## src/rtl/dnn_pkg.sv

```systemverilog
// Shared definitions for the DNN input path: write-FSM encoding,
// default geometry and saturation bounds for a signed word width.
package dnn_pkg;

  typedef enum logic [1:0] {
    IDLE = 2'd0,
    FILL = 2'd1,
    DROP = 2'd2
  } wr_state_t;

  localparam int DNN_NUM_FEAT = 12;
  localparam int DNN_IN_W     = 26;

  // Largest value representable in a dw-bit two's complement word.
  function automatic longint sat_max(input int dw);
    return (longint'(64'sd1) <<< (dw - 1)) - 64'sd1;
  endfunction

  // Smallest value representable in a dw-bit two's complement word.
  function automatic longint sat_min(input int dw);
    return -(longint'(64'sd1) <<< (dw - 1));
  endfunction

endpackage

```

## src/rtl/dnn_sat_shift.sv

```systemverilog
// Combinational arithmetic right shift followed by saturation from
// IN_W to DATA_W bits. Assumes IN_W >= DATA_W.
module dnn_sat_shift
  import dnn_pkg::*;
#(
  parameter int IN_W   = 26,
  parameter int DATA_W = 16,
  parameter int SHIFT  = 2
) (
  input  logic signed [IN_W-1:0]   din,
  output logic signed [DATA_W-1:0] dout
);

  localparam logic signed [IN_W-1:0] MAX_V = IN_W'(sat_max(DATA_W));
  localparam logic signed [IN_W-1:0] MIN_V = IN_W'(sat_min(DATA_W));

  logic signed [IN_W-1:0] shifted;

  // Floor-divide by 2^SHIFT, then clamp into the DATA_W range.
  always_comb begin
    shifted = din >>> SHIFT;
    if (shifted > MAX_V) begin
      dout = MAX_V[DATA_W-1:0];
    end else if (shifted < MIN_V) begin
      dout = MIN_V[DATA_W-1:0];
    end else begin
      dout = shifted[DATA_W-1:0];
    end
  end

endmodule

```

## src/rtl/dnn_frame_buffer.sv

```systemverilog
// Double-buffered input framer: packs a serial sample stream into
// NUM_FEAT-word frames in two ping-pong banks and presents completed
// frames to the DNN core through a random-access read port.
//
// Read-side handshake: frame_valid is high while the bank at rd_bank
// holds a complete frame. The core reads freely via rd_addr, then
// pulses frame_ack for one cycle; an ack seen while frame_valid is high
// frees that bank and moves to the other one, an ack while frame_valid
// is low has no effect. A new frame is only written into a free bank;
// when both are full the incoming frame is counted through and dropped.
module dnn_frame_buffer
  import dnn_pkg::*;
#(
  parameter int IN_W     = DNN_IN_W,
  parameter int DATA_W   = 16,
  parameter int SHIFT    = 2,
  parameter int NUM_FEAT = DNN_NUM_FEAT,
  parameter int GAP_MAX  = 4,
  localparam int AW      = $clog2(NUM_FEAT)
) (
  input  logic                     clk,
  input  logic                     reset,
  input  logic signed [IN_W-1:0]   vec_in,
  input  logic                     dv_in,
  input  logic [AW-1:0]            rd_addr,
  output logic signed [DATA_W-1:0] rd_data,
  output logic                     frame_valid,
  input  logic                     frame_ack,
  output logic                     overflow,
  output logic                     frame_err,
  output logic [7:0]               frame_cnt
);

  localparam int GW = $clog2(GAP_MAX + 1);
  localparam logic [AW-1:0] LAST_IDX = AW'(NUM_FEAT - 1);
  localparam logic [GW-1:0] GAP_LAST = GW'(GAP_MAX - 1);

  wr_state_t state, state_n;
  logic [AW-1:0] wr_cnt, wr_cnt_n;
  logic [GW-1:0] gap_cnt, gap_cnt_n;
  logic          wr_bank, rd_bank;
  logic [1:0]    full;
  logic          we, complete, drop_start, abort;
  logic signed [DATA_W-1:0] sample;
  logic signed [DATA_W-1:0] mem [2][NUM_FEAT];

  dnn_sat_shift #(
    .IN_W  (IN_W),
    .DATA_W(DATA_W),
    .SHIFT (SHIFT)
  ) u_sat (
    .din (vec_in),
    .dout(sample)
  );

  assign frame_valid = full[rd_bank];

  // Write FSM next-state: fill a free bank, or count through a dropped frame;
  // a run of GAP_MAX idle cycles inside a frame aborts it.
  always_comb begin
    state_n    = state;
    wr_cnt_n   = wr_cnt;
    gap_cnt_n  = gap_cnt;
    we         = 1'b0;
    complete   = 1'b0;
    drop_start = 1'b0;
    abort      = 1'b0;
    case (state)
      IDLE: begin
        gap_cnt_n = '0;
        if (dv_in) begin
          wr_cnt_n = AW'(1);
          if (full[wr_bank]) begin
            drop_start = 1'b1;
            state_n    = DROP;
          end else begin
            we      = 1'b1;
            state_n = FILL;
          end
        end
      end
      FILL, DROP: begin
        if (dv_in) begin
          gap_cnt_n = '0;
          we        = (state == FILL);
          if (wr_cnt == LAST_IDX) begin
            wr_cnt_n = '0;
            complete = (state == FILL);
            state_n  = IDLE;
          end else begin
            wr_cnt_n = wr_cnt + 1'b1;
          end
        end else if (gap_cnt == GAP_LAST) begin
          wr_cnt_n  = '0;
          gap_cnt_n = '0;
          abort     = 1'b1;
          state_n   = IDLE;
        end else begin
          gap_cnt_n = gap_cnt + 1'b1;
        end
      end
      default: state_n = IDLE;
    endcase
  end

  // State, bank bookkeeping and status outputs. Completion and ack always
  // touch different banks, so both may update full[] in the same cycle.
  always_ff @(posedge clk) begin
    if (!reset) begin
      state     <= IDLE;
      wr_cnt    <= '0;
      gap_cnt   <= '0;
      wr_bank   <= 1'b0;
      rd_bank   <= 1'b0;
      full      <= '0;
      overflow  <= 1'b0;
      frame_err <= 1'b0;
      frame_cnt <= '0;
    end else begin
      state     <= state_n;
      wr_cnt    <= wr_cnt_n;
      gap_cnt   <= gap_cnt_n;
      frame_err <= abort;
      if (drop_start) begin
        overflow <= 1'b1;
      end
      if (complete) begin
        full[wr_bank] <= 1'b1;
        wr_bank       <= ~wr_bank;
        frame_cnt     <= frame_cnt + 8'd1;
      end
      if (frame_ack && full[rd_bank]) begin
        full[rd_bank] <= 1'b0;
        rd_bank       <= ~rd_bank;
      end
    end
  end

  // Bank storage; contents are don't-care after reset.
  always_ff @(posedge clk) begin
    if (we) begin
      mem[wr_bank][wr_cnt] <= sample;
    end
  end

  // Registered read port; addresses past the frame return zero.
  always_ff @(posedge clk) begin
    if (!reset) begin
      rd_data <= '0;
    end else if ({1'b0, rd_addr} < (AW + 1)'(NUM_FEAT)) begin
      rd_data <= mem[rd_bank][rd_addr];
    end else begin
      rd_data <= '0;
    end
  end

endmodule
```

## config.mk

```make
export PLATFORM = sky130hd
export DESIGN_NAME = dnn_frame_buffer
export DESIGN_NICKNAME = d
export VERILOG_FILES = /design/src/rtl/dnn_pkg.sv /design/src/rtl/dnn_sat_shift.sv /design/src/rtl/dnn_frame_buffer.sv
export SDC_FILE = /design/constraint.sdc
export NUM_CORES = 1
export LEC_CHECK = 0
export CORE_MARGIN = 2
export CORE_UTILIZATION = 50
export CTS_BUF_LIST = sky130_fd_sc_hd__clkbuf_8
export DETAILED_ROUTE_END_ITERATION = 10
export GPL_TIMING_DRIVEN = 1
export PLACE_DENSITY = 0.68
export SLEW_MARGIN = 20
export SYNTH_ARGS = -nofsm -noshare
export SYNTH_HDL_FRONTEND = slang
export SYNTH_SLANG_ARGS = --single-unit
```

## constraint.sdc

```tcl
create_clock -name clk -period 2.85 [get_ports clk]
set_input_delay 0.57 -clock clk [delete_from_list [all_inputs] [get_ports clk]]
set_output_delay 0.57 -clock clk [all_outputs]
set_load 0.01 [all_outputs]
```

==> results.cfg <==
[clock_tree]
cts_tree = yes
cts_inserted_buffers = 69
cts_sinks = 424
clk_latency_ns = 0.60
post_cts_buffers = 0
cts-root-buf = clkbuf_8
htreeDepth = 3
postCtsHoldBufs = 0
clk_pin_slew_ns = 0.05
post_cts_resized = 0
cts_buffer_depth = 3

[placement]
dp_hpwl_um = 21500
dp_slack_ns = 0.139
place_area_um2 = 18300
gp_congestion = 0.822
port_buffers = 58

[logic_synthesis]
synth_nets = 1008
ys_seq_elements = 424
async_reset_ff_share_pct = 0
yosys.area.top_type = edfxtp_1
synth_xor_area_share_pct = 0.316
avgSynthCellArea_um2 = 17.3
synth_top_family_by_area = multiplexers
synth_top_area_share_pct = 69.3
post_synth_main_area_contributors = edfxtp_1 (69%), mux2i_1 (6.9%), dfxtp_1 (4.8%), mux4_2 (4.3%), a2bb2oi_1 (1.6%)
synth-compound-area-share_pct = 6.98
synthSimpleGateAreaFrac_pct = 3.52
syn_inst = 964
yosysWarningCount = 0
seq_area_frac_synth_pct = 74.1
ys_types = 46
synth_edf_count = 384
syn-cell-area_um2 = 16600
yosys.area_share.adder_pct = 0.752
synthFlopType = edfxtp_1
synthMuxAreaShare_pct = 12.4

[min_path]
hp-class = register to register

[status]
status = finished, final reports clean

[drt]
antenna_left = 0
first_pass_iters = 5
drc = 0
wire_per_inst_um = 22.0
vias_per_cell = 5.56
drt_iter0_drc = 747
wl_um = 35300
num_vias = 8903

[floorplanning]
ios = 61
core-area_um2 = 32600
start_util_pct = 51.0
fp.dieH_um = 186
chipWidth_um = 186
rows = 66
die_area_um2 = 34800

[timing]
slew_headroom_pct = 32.9
fmax_ghz = 0.418
setup_ws_ns = 0.459
worstMarginPinSlew_ns = 1.01
tns_ns = 0
clock_skew_ns = 0.0297
period_share_pct = 83.9
period_minus_slack_ns = 2.39
maxSlewViolCount = 0
rsz0062_at_grt = false
finalHoldViolCount = 0
setup-violations-final = 0

[worst_setup_path]
critical_path_class = register to output port
cp_num_buf_inv = 1
critPathLaunchType = register
critical_path.top_delay_family = buffers and inverters
critPathMaxFanout = 6
crit_slowest_cell = clkdlybuf4s50_1
worstPathRequired_ns = 2.28
worstPathArrival_ns = 1.82
worstPathCellList = mux2_2 > clkdlybuf4s50_1
end_kind = output port
cp_slowest_stage_delay_ns = 0.48

[final_layout]
drive_gt1_share_pct = 18.0
design_area_um2 = 19500
final_net_count = 1148
synthToLayoutAreaGrowth_pct = 17.3
diodes = 0

[power]
ir_drop_v = 0.000311
power_density_nw_per_um2 = 627
leakage_nw = 6.65
fin_total_pwr_mw = 12.2

[run]
max_cap_viol_count = 0

[global_routing]
grt.total_usage_pct = 20.4
grt_remaining_overflow = 0
grt_max_degree = 62
grt_pass1_wl_um = 53200
antenna_found_initial = 1
first_global_vias = 9144
[layout make-up]
cell class                      count  area [µm²]
Inverter                            9        33.8
Timing Repair Buffer              124        1330
Multi-Input combinational cell    476        4010
Clock buffer                       71         977
Sequential cell                   424       12300
Tap cell                          442         553
Fill cell                        2424       13100
Clock inverter                     56         279
[registers in the layout, summed over array words and instances (netlist names), named ones only]
signal / flops
wr_cnt: 4
frame_err: 1
overflow: 1
mem: 384
wr_bank: 1
rd_bank: 1
full: 2
gap_cnt: 3
frame_cnt: 8
state: 2
rd_data: 16
[metal layers]
layer  vias to the layer above  GRT usage [%]  routed length [µm]
li1                       4124              -                   -
met1                      4447           26.4               14900
met2                       270           35.0               17700
met3                        62           3.69                1890
met4                         0           7.11                 851
met5                         -              0                   0
[stage by stage]
step / std cells / hold WS [ns] / util [%]
after floorplan: 964 / 0.423 / -
after global placement: 1475 / 0.436 / 56.0
after detailed placement: 1475 / 0.443 / 56.0
after CTS: 1602 / 0.452 / 59.8
after global routing: 1602 / 0.465 / 59.8
final: 1602 / 0.449 / 59.8
[where the power goes]
group / switching (mW) / total [mW] / internal, mW
Clock: 2.30 / 4.74 / 2.44
Sequential: 0.0162 / 6.88 / 6.86
Combinational: 0.376 / 0.620 / 0.244
Total: 2.69 / 12.2 / 9.54
[cells in the mapped netlist (15+ instances only)]
master,count
a21oi_1,29
a31oi_1,17
mux2i_1,114
edfxtp_1,384
mux4_2,32
buf_2,19
a2bb2oi_1,30
clkbuf_1,26
o21a_1,15
a22o_1,16
o21ai_1,17
nor2_1,43
a22oi_1,16
o21ai_0,21
nand2_1,36
mux2_2,18
dfxtp_1,40
[cell families (layout without fill, tap and decap cells)]
| kind of cell | Yosys count | count (layout) |
|---|---|---|
| AOI/OAI and AO/OA | 171 | 171 |
| xor gates and xnor gates | 6 | 6 |
| adders and majority gates | 10 | 10 |
| buffers and inverters | 64 | 260 |
| DFF | 424 | 424 |
| muxes | 164 | 164 |
| and+or+nand+nor | 125 | 125 |
[tightest hold or removal path: cells and delay by family, from the launching register on]
| kind | cells | cell delay, ns |
|---|---|---|
| simple gates | 2 | 0.08 |
| flops | 1 | 0.32 |
[path summary, 6_finish.rpt]
| path | slack, ns | cells past startpoint | endpoint | from |
|---|---|---|---|---|
| worst min-delay path | 0.45 | 2 | gap_cnt[2] | gap_cnt[2] |
| worst max-delay path | 0.46 | 2 | frame_valid | rd_bank |
| worst max register to register | 0.50 | 6 | mem[0][120] | state[0] |
| worst min register to register | 0.45 | 2 | gap_cnt[2] | gap_cnt[2] |
[placed cells by master (no fill, tap or decap), drive strengths merged, types with 4 or more instances in the layout]
master	instances
nand2	36
mux2	18
a21oi	29
ha	10
a2bb2oi	30
clkdlybuf4s50	56
xnor2	6
o21ai	38
nor3	4
mux4	32
clkinv	17
inv	46
o21a	15
nor2b	5
mux2i	114
dfxtp	40
nor4	4
a22oi	16
nor2	44
buf	68
nand3	10
nand2b	5
a22o	16
edfxtp	384
a311oi	4
a31oi	17
clkbuf	71
Power figures use the tool's default switching activity.
